`config.mk`:
```
export PLATFORM = sky130hd
export DESIGN_NAME = comp_refill_engine_flat
export DESIGN_NICKNAME = d
export VERILOG_FILES = /design/src/rtl/comp_refill_engine_if.sv /design/src/rtl/comp_refill_engine.sv /design/src/flat_wrapper.sv
export SDC_FILE = /design/constraint.sdc
export NUM_CORES = 1
export LEC_CHECK = 0
export ABC_AREA = 1
export BUFFER_PORTS_ARGS = -buffer_cell sky130_fd_sc_hd__buf_2
export CAP_MARGIN = 20
export CORE_MARGIN = 2
export CORE_UTILIZATION = 55
export DETAILED_ROUTE_END_ITERATION = 12
export PLACE_DENSITY = 0.95
export SLEW_MARGIN = 20
export SYNTH_ARGS = -nofsm -noshare
export SYNTH_HDL_FRONTEND = slang
export SYNTH_SLANG_ARGS = --single-unit
```
`constraint.sdc`:
```
create_clock -name clk -period 2.8 [get_ports clk]
set_input_delay 0.84 -clock clk [delete_from_list [all_inputs] [get_ports clk]]
set_output_delay 0.84 -clock clk [all_outputs]
set_load 0.005 [all_outputs]
```
`src/rtl/comp_refill_engine_if.sv`:
```
// rtl/comp_refill_engine_if.sv - miss, memory-read, dictionary-lookup and line-fill signals of the refill engine
interface comp_refill_engine_if #(
  parameter int NUM_BLOCKS = 4,
  parameter int KEY_WIDTH  = 16
);
  logic                            miss_valid;
  logic [31:0]                     miss_addr;
  logic                            miss_ready;
  logic                            comp_en;
  logic                            mem_req_valid;
  logic                            mem_req_ready;
  logic [31:0]                     mem_req_addr;
  logic [31:0]                     mem_req_rdata;
  logic [31:0]                     lkp_word;
  logic                            lkp_hit;
  logic [KEY_WIDTH-1:0]            lkp_key;
  logic                            fill_valid;
  logic                            fill_comp;
  logic [31:0]                     fill_addr;
  logic [32*NUM_BLOCKS-1:0]        fill_line;
  logic [KEY_WIDTH*NUM_BLOCKS-1:0] fill_cline;

  modport master (
    input  miss_valid, miss_addr, comp_en, mem_req_ready, mem_req_rdata, lkp_hit, lkp_key,
    output miss_ready, mem_req_valid, mem_req_addr, lkp_word,
           fill_valid, fill_comp, fill_addr, fill_line, fill_cline
  );

  modport slave (
    output miss_valid, miss_addr, comp_en, mem_req_ready, mem_req_rdata, lkp_hit, lkp_key,
    input  miss_ready, mem_req_valid, mem_req_addr, lkp_word,
           fill_valid, fill_comp, fill_addr, fill_line, fill_cline
  );
endinterface

```
`src/rtl/comp_refill_engine.sv`:
```
// rtl/comp_refill_engine.sv - critical-word-first line refill that also gathers dictionary keys for a compressed copy
// Optional fill counters stat_lines/stat_comp_lines are enabled by defining COMP_REFILL_STATS_EN.
module comp_refill_engine #(
  parameter int NUM_BLOCKS       = 4,
  parameter int KEY_WIDTH        = 16,
  parameter int BYTE_OFFSET_BITS = 2
) (
  input  logic                  clk,
  input  logic                  resetn,
  comp_refill_engine_if.master  bus
`ifdef COMP_REFILL_STATS_EN
  ,
  output logic [31:0]           stat_lines,
  output logic [31:0]           stat_comp_lines
`endif
);
  localparam int IDX_W    = $clog2(NUM_BLOCKS);
  localparam int LOW_BITS = IDX_W + BYTE_OFFSET_BITS;

  typedef enum logic [1:0] {
    IDLE    = 2'd0,
    FETCH   = 2'd1,
    DELIVER = 2'd2
  } state_t;

  state_t                          r_state;
  logic [IDX_W-1:0]                r_idx;
  logic [IDX_W-1:0]                r_cnt;
  logic                            r_flag;
  logic                            r_miss_ready;
  logic                            r_mem_req_valid;
  logic                            r_fill_valid;
  logic                            r_fill_comp;
  logic [31:0]                     r_fill_addr;
  logic [32*NUM_BLOCKS-1:0]        r_fill_line;
  logic [KEY_WIDTH*NUM_BLOCKS-1:0] r_fill_cline;

  logic [31:0]                     w_base;
  logic [IDX_W-1:0]                w_start_idx;
  logic [31:0]                     w_word_off;

  assign w_base      = bus.miss_addr & ~((32'd1 << LOW_BITS) - 32'd1);
  assign w_start_idx = bus.miss_addr[BYTE_OFFSET_BITS +: IDX_W];
  assign w_word_off  = 32'(r_idx) << BYTE_OFFSET_BITS;

  // fill_addr doubles as the line base while fetching, so it is only reloaded at accept
  assign bus.mem_req_addr  = r_fill_addr | w_word_off;
  assign bus.lkp_word      = bus.mem_req_rdata;
  assign bus.miss_ready    = r_miss_ready;
  assign bus.mem_req_valid = r_mem_req_valid;
  assign bus.fill_valid    = r_fill_valid;
  assign bus.fill_comp     = r_fill_comp;
  assign bus.fill_addr     = r_fill_addr;
  assign bus.fill_line     = r_fill_line;
  assign bus.fill_cline    = r_fill_cline;

  always_ff @(posedge clk or negedge resetn) begin
    if (!resetn) begin
      r_state         <= IDLE;
      r_idx           <= '0;
      r_cnt           <= '0;
      r_flag          <= 1'b0;
      r_miss_ready    <= 1'b1;
      r_mem_req_valid <= 1'b0;
      r_fill_valid    <= 1'b0;
      r_fill_comp     <= 1'b0;
      r_fill_addr     <= '0;
      r_fill_line     <= '0;
      r_fill_cline    <= '0;
    end else begin
      case (r_state)
        IDLE: begin
          if (bus.miss_valid && r_miss_ready) begin
            r_state         <= FETCH;
            r_miss_ready    <= 1'b0;
            r_mem_req_valid <= 1'b1;
            r_fill_addr     <= w_base;
            r_idx           <= w_start_idx;
            r_cnt           <= '0;
            r_flag          <= bus.comp_en;
          end
        end
        FETCH: begin
          if (bus.mem_req_ready) begin
            r_fill_line[32*r_idx +: 32]               <= bus.mem_req_rdata;
            r_fill_cline[KEY_WIDTH*r_idx +: KEY_WIDTH] <= bus.lkp_key;
            r_flag <= r_flag & bus.lkp_hit;
            r_idx  <= r_idx + 1'b1;
            r_cnt  <= r_cnt + 1'b1;
            // NUM_BLOCKS is a power of two, so the last beat is an all-ones count
            if (&r_cnt) begin
              r_state         <= DELIVER;
              r_mem_req_valid <= 1'b0;
              r_fill_valid    <= 1'b1;
              r_fill_comp     <= r_flag & bus.lkp_hit;
            end
          end
        end
        DELIVER: begin
          r_state      <= IDLE;
          r_fill_valid <= 1'b0;
          r_fill_comp  <= 1'b0;
          r_miss_ready <= 1'b1;
        end
        default: begin
          r_state         <= IDLE;
          r_miss_ready    <= 1'b1;
          r_mem_req_valid <= 1'b0;
          r_fill_valid    <= 1'b0;
          r_fill_comp     <= 1'b0;
        end
      endcase
    end
  end

`ifdef COMP_REFILL_STATS_EN
  logic [31:0] r_stat_lines;
  logic [31:0] r_stat_comp_lines;

  always_ff @(posedge clk or negedge resetn) begin
    if (!resetn) begin
      r_stat_lines      <= '0;
      r_stat_comp_lines <= '0;
    end else if (r_fill_valid) begin
      r_stat_lines <= r_stat_lines + 32'd1;
      if (r_fill_comp) r_stat_comp_lines <= r_stat_comp_lines + 32'd1;
    end
  end

  assign stat_lines      = r_stat_lines;
  assign stat_comp_lines = r_stat_comp_lines;
`endif
endmodule

```
`src/flat_wrapper.sv`:
```
// flat-port wrapper written by rule: the top's interface ports become plain ports
module comp_refill_engine_flat 
#(
  parameter int NUM_BLOCKS       = 4,
  parameter int KEY_WIDTH        = 16,
  parameter int BYTE_OFFSET_BITS = 2
)
  (clk, resetn, bus_miss_valid, bus_miss_addr, bus_comp_en, bus_mem_req_ready, bus_mem_req_rdata, bus_lkp_hit, bus_lkp_key, bus_miss_ready, bus_mem_req_valid, bus_mem_req_addr, bus_lkp_word, bus_fill_valid, bus_fill_comp, bus_fill_addr, bus_fill_line, bus_fill_cline);
  comp_refill_engine_if #(.NUM_BLOCKS(NUM_BLOCKS), .KEY_WIDTH(KEY_WIDTH)) bus_i ();
  input  logic clk;
  input  logic resetn;
  input wire logic [$bits(bus_i.miss_valid)-1:0] bus_miss_valid;
  input wire logic [$bits(bus_i.miss_addr)-1:0] bus_miss_addr;
  input wire logic [$bits(bus_i.comp_en)-1:0] bus_comp_en;
  input wire logic [$bits(bus_i.mem_req_ready)-1:0] bus_mem_req_ready;
  input wire logic [$bits(bus_i.mem_req_rdata)-1:0] bus_mem_req_rdata;
  input wire logic [$bits(bus_i.lkp_hit)-1:0] bus_lkp_hit;
  input wire logic [$bits(bus_i.lkp_key)-1:0] bus_lkp_key;
  output wire logic [$bits(bus_i.miss_ready)-1:0] bus_miss_ready;
  output wire logic [$bits(bus_i.mem_req_valid)-1:0] bus_mem_req_valid;
  output wire logic [$bits(bus_i.mem_req_addr)-1:0] bus_mem_req_addr;
  output wire logic [$bits(bus_i.lkp_word)-1:0] bus_lkp_word;
  output wire logic [$bits(bus_i.fill_valid)-1:0] bus_fill_valid;
  output wire logic [$bits(bus_i.fill_comp)-1:0] bus_fill_comp;
  output wire logic [$bits(bus_i.fill_addr)-1:0] bus_fill_addr;
  output wire logic [$bits(bus_i.fill_line)-1:0] bus_fill_line;
  output wire logic [$bits(bus_i.fill_cline)-1:0] bus_fill_cline;
  assign bus_i.miss_valid = bus_miss_valid;
  assign bus_i.miss_addr = bus_miss_addr;
  assign bus_i.comp_en = bus_comp_en;
  assign bus_i.mem_req_ready = bus_mem_req_ready;
  assign bus_i.mem_req_rdata = bus_mem_req_rdata;
  assign bus_i.lkp_hit = bus_lkp_hit;
  assign bus_i.lkp_key = bus_lkp_key;
  assign bus_miss_ready = bus_i.miss_ready;
  assign bus_mem_req_valid = bus_i.mem_req_valid;
  assign bus_mem_req_addr = bus_i.mem_req_addr;
  assign bus_lkp_word = bus_i.lkp_word;
  assign bus_fill_valid = bus_i.fill_valid;
  assign bus_fill_comp = bus_i.fill_comp;
  assign bus_fill_addr = bus_i.fill_addr;
  assign bus_fill_line = bus_i.fill_line;
  assign bus_fill_cline = bus_i.fill_cline;
  comp_refill_engine #(.NUM_BLOCKS(NUM_BLOCKS), .KEY_WIDTH(KEY_WIDTH), .BYTE_OFFSET_BITS(BYTE_OFFSET_BITS)) u_core (.clk(clk), .resetn(resetn), .bus(bus_i));
endmodule
```
# After elaboration in Yosys (flattened, before gate mapping)
# Cells that the tools add are included.
[word_totals]
register_bits = 231
out_inout_bits = 292
word_cells = 67
[op_classes]
reduce_logical = 11
bitwise = 5
eq_ne = 5
add_sub_neg = 4
shifts = 4
mux = 27
[op_table]
columns = ["cell", "n"]
rows = [
  ["$bwmux W128", 1],
  ["$shift A32 B34 Y128 const A", 1],
  ["$shiftx A32 B34 Y128", 1],
  ["$bwmux W64", 1],
  ["$shift A16 B34 Y64 const A", 1],
  ["$shiftx A16 B34 Y64", 1],
  ["$neg A6 Y34", 1],
  ["$neg A7 Y34", 1],
  ["$or A32 B4 Y32", 1],
  ["$mux W2", 7],
  ["$pmux W2 S2", 3],
  ["$mux W1", 10],
  ["$reduce_and A3 Y1", 3],
  ["$pmux W1 S2", 4],
  ["$reduce_and A2 Y1", 4],
  ["$add A2 B1 Y2 const B", 2],
  ["$ne A2 B1 Y1 const B", 2],
  ["$reduce_and A4 Y1", 1],
  ["$not A1 Y1", 3],
  ["$pmux W1 S3", 1],
  ["$eq A2 B1 Y1 const B", 1],
  ["$eq A2 B2 Y1 const B", 1],
  ["$logic_not A2 Y1", 1],
  ["$ne A2 B2 Y1 const B", 1],
  ["other kinds (3)", 3],
]

# Longest topological paths before layout
[depth]
word_depth = 4
depth_mapped = 10
ltp_nobuf = 7

# Worst setup path before layout
# Ideal clock, no wire load.
[synth_timing]
path_kind = "reg-to-reg"
from = "register u_core.r_idx[0]"
to = "register u_core.r_fill_line[104] (netlist: u_core.bus.fill_line[104])"
slack_ns = 0.953
required_ns = 2.684
path_stages_with_launch = 11
arrival_time_ns = 1.731
n_path_buf = 3
cell_sequence = "dfrtp_1 > clkbuf_1 > inv_1 > ha_1 > inv_1 > nand2_1 > buf_2 > clkbuf_1 > nor2_1 > nand2_1 > nand2_1"
[synth_via]
elab_chain_len = 3
word_cells_on_any_way = 4
cone_classes = "add/sub (1); shift (2); mux (1)"
[synth_rtl]
columns = ["element", "line", "rtl"]
rows = [
  ["start, declared", "comp_refill_engine.sv:27", "logic [IDX_W-1:0] r_idx;"],
  ["start signal, assigned", "comp_refill_engine.sv:78", "r_idx <= w_start_idx;"],
  ["start signal, assigned", "comp_refill_engine.sv:88", "r_idx <= r_idx + 1'b1;"],
  ["$neg A7 Y34 *", "comp_refill_engine.sv:85", "r_fill_line[32*r_idx +: 32] <= bus.mem_req_rdata;"],
  ["$shiftx A32 B34 Y128 or $shift A32 B34 Y128 (tied branches)", "comp_refill_engine.sv:85", ""],
  ["$bwmux W128 *", "comp_refill_engine.sv:85", ""],
  ["end signal, assigned by index", "comp_refill_engine.sv:85", ""],
  ["end, declared", "comp_refill_engine.sv:35", "logic [32*NUM_BLOCKS-1:0] r_fill_line;"],
]
# Every way passes the cells marked *; elsewhere a longest branch is shown, timed or not.
# A chain may end at the register's enable or synchronous reset.

# Worst setup path in the final report
[layout_timing]
from = "register u_core.r_idx[0]"
to = "output bus_mem_req_addr[2]"
[layout_via]
elab_chain_len = 1
[layout_rtl]
columns = ["element", "line", "rtl"]
rows = [
  ["$or A32 B4 Y32", "comp_refill_engine.sv:47", "assign bus.mem_req_addr = r_fill_addr | w_word_off;"],
  ["end, declared", "flat_wrapper.sv:21", "output wire logic [$bits(bus_i.mem_req_addr)-1:0] bus_mem_req_addr;"],
]
# Every way passes these cells.

==> results.md <==
* Worst reg2reg path endpoint: u_core.bus.fill_cline[56]
* Worst R2R Setup Slack at 610 ps
* Leak pwr at 0.00810 uW
* Met2 usage at 54.8%
* Unique masters post-synth at 20
* CTS tree: yes
* Drt pass-1 iters at 6
* VDD IR max at 0.558 mV
* R2R Path Start: u_core.r_idx[1]
* Post-cts resize count at 0
* Synth top area cells: dfrtp_1, nand2_1, nor2_1
* Post-route ant nets at 0
* Xor-xnor portion of the synthesized cell area at 0%
* Crit path cell chain: buf_4, buf_2
* Gr ovfl total at 0
* DIE AREA at 0.0211 mm2
* Fillcell total at 1516
* CTS Buffer Depth at 3
* Largest family of logic cells by synthesized area: simple AND/OR/NAND/NOR gates
* Residual DRC at 0
* Max_slew headroom at 56.4%
* DP HPWL at 23400 um
* Postcts setup bufs at 0
* Worst-Margin Slew at 654 ps
* CP Launch Type: register
* Nets at 1830
* Synth Register Bits at 231
* Gr usage total at 32.5%
* Sinks on Clock Net at 231
* Critical Path AT at 1650 ps
* I/O pins at 378
* Sequential fraction of the synthesis area at 52.7%
* Latest clock arrival within the worst-skew pair at 510 ps
* Avg WL per Cell at 17.4 um
* Met3 GRT Util at 6.38%
* Synth Area in Compound Gates at 0.0912%
* CTS root buf: clkbuf_16
* FMAX at 402 MHz
* PortBufs at 369
* Reg clk slew, reported paths at 60 ps
* Adder-cell share of the synthesized area at 0.684%
* CTS buffer count at 24
* Crit path required time at 1960 ps
* Simple-Gate Fraction of Synth Area at 37.0%
* Hold Path Class: input port to async pin
* Unrepaired setup endpoints after global routing: false
* CP max stage delay at 540 ps
* Share of layout cells above drive strength 1 at 25.8%
* Final WL at 35000 um
* P&R area growth vs syn at 21.2%
* Maxcap violations at 0
* Final setup viols at 0
* Initial cell density of the core at 56.2%
* Mux share of post-synthesis cell area at 0%
* Skew final at 9.39 ps
* Worst Reg-to-Reg Cells at 8
* Initial drt markers at 707
* Synth top area share at 52.4%
* Largest net degree at the start of global routing at 76
* Hold Fails Final Rpt at 0
* Crit Path Category: register to output pin
* Chip width at 145 um
* Crit-path max FO at 52
* Met1 Usage GRT at 40.6%
* Routability Congestion at 0.892
* Post-synthesis cell count at 1461
* DR vias at 10800
* Largest area contributor in the netlist: dfrtp_1
* Die H at 145 um
* Global-route wire length before repair at 54800 um
* Post-Route Setup TNS at 0 ps
* Critical path endpoint category: output pin
* CTS H-tree lvls at 1
* Number of global-route vias before repair at 10400
* Initial antenna violation count at 1
* PwrDens at 1140 mW/mm2
* Hold-fix buffers at CTS at 0
* Synth warn at 0
* Post-Place Cell Area at 0.0126 mm2
* Final period util at 88.9%
* Slowest-stage cell, CP: buf_4
* Crit path time final at 2490 ps
* Rows at 51
* Core area at 0.0195 mm2
* Syn_area_per_cell at 7.51 um2
* Final std cell area, no fill at 0.0133 mm2
* Gr busiest metal: met2
* Via/cell ratio at 5.36
* Status: finished, final reports clean
* Final Max Tran Viols at 0
* Mapped Area at 0.0110 mm2
-- kinds of logic (layout without fill, tap and decap cells) --
kind of cell | Yosys count | count (layout)
flip-flops | 231 | 231
other | 1 | 7
buffers and inverters | 167 | 453
adder cells (fa/ha/maj) | 6 | 6
AO/OA/AOI/OAI | 2 | 2
AND/OR/NAND/NOR | 1054 | 1054
-- final cells by class --
type | count | area [um2] | share of cell area, %
Antenna cell | 1 | 2.50 | 0.0188
Clock buffer | 38 | 704 | 5.30
Multi-Input combinational cell | 1068 | 4210 | 31.6
Clock inverter | 2 | 13.8 | 0.103
Timing Repair Buffer | 399 | 2210 | 16.6
Inverter | 14 | 52.6 | 0.395
Sequential cell | 231 | 5780 | 43.5
Tap cell | 265 | 332 | 2.49
-- how the worst max path moves through the flow --
stage                      start                        end  slack [ps]  cells after the start
2_1_floorplan    u_core.r_idx[0]  u_core.bus.fill_line[104]         950                     10
3_3_place_gp   bus_mem_req_ready  u_core.bus.fill_cline[43]         570                      6
5_1_grt          u_core.r_idx[0]        bus_mem_req_addr[2]         280                      2
4_1_cts          u_core.r_idx[0]        bus_mem_req_addr[2]         330                      2
3_5_place_dp   bus_mem_req_ready   u_core.bus.fill_line[74]         510                      6
6_report         u_core.r_idx[0]        bus_mem_req_addr[2]         310                      2
-- registers in the layout, summed over array words and instances, names as in the netlist --
signal,count
u_core.r_state,2
u_core.bus.fill_line,128
u_core.r_cnt,2
u_core.bus.fill_addr,28
u_core.bus.fill_cline,64
u_core.r_flag,1
u_core.bus.fill_comp,1
u_core.bus.miss_ready,1
u_core.bus.mem_req_valid,1
u_core.r_idx,2
u_core.bus.fill_valid,1
-- cells in the final DEF, fill, tap and decap left out, types with 3 or more instances in the layout --
cell type | netlist | routed
clkbuf_8 | 0 | 3
dfrtp_1 | 230 | 229
nor2_4 | 5 | 5
ha_1 | 6 | 5
nand2_2 | 1 | 4
inv_2 | 3 | 4
clkbuf_1 | 31 | 10
nand3_1 | 39 | 34
buf_12 | 0 | 10
buf_2 | 31 | 368
inv_1 | 11 | 10
buf_4 | 78 | 20
conb_1 | 1 | 6
clkbuf_16 | 0 | 25
nand3_2 | 0 | 5
nor2_1 | 196 | 196
nand2_1 | 810 | 807
-- where the power goes --
part	switching (uW)	leakage (uW)	internal (uW)	total (uW)
clock	1280	0.000349	1710	2990
combinational	4260	0.00462	2360	6620
sequential	875	0.00313	4690	5570
-- critical path, delay by kind of cell, from the launching register on --
| kind | cells | cell delay, ps |
|---|---|---|
| buf+inv | 2 | 790 |
| flops | 1 | 350 |
-- synth_stat cells --
master,count
buf_1,2
buf_2,31
buf_4,78
buf_6,11
clkbuf_1,31
conb_1,1
dfrtp_1,230
dfstp_2,1
ha_1,6
inv_1,11
inv_2,3
nand2_1,810
nand2_2,1
nand3_1,39
nand3_4,1
nand4_1,1
nor2_1,196
nor2_2,1
nor2_4,5
o21ai_0,2
-- metrics by stage --
stage	util, %	std cells	hold WS (ps)	setup WS [ps]	total power, uW
after global routing	68.1	2017	351	277	16100
after detailed placement	64.4	1977	460	507	12100
after floorplan	-	1466	464	953	9220
after CTS	68.1	2017	330	326	15100
after global placement	64.4	1977	455	566	11800
final	68.1	2018	316	310	15200
-- routing by layer --
| layer | routed length, um | up-vias |
|---|---|---|
| met2 | 16800 | 752 |
| met3 | 3610 | 134 |
| met1 | 13000 | 5056 |
| met5 | 0 | - |
| li1 | - | 4866 |
| met4 | 1610 | 0 |
(Power assumes the default switching activity.)
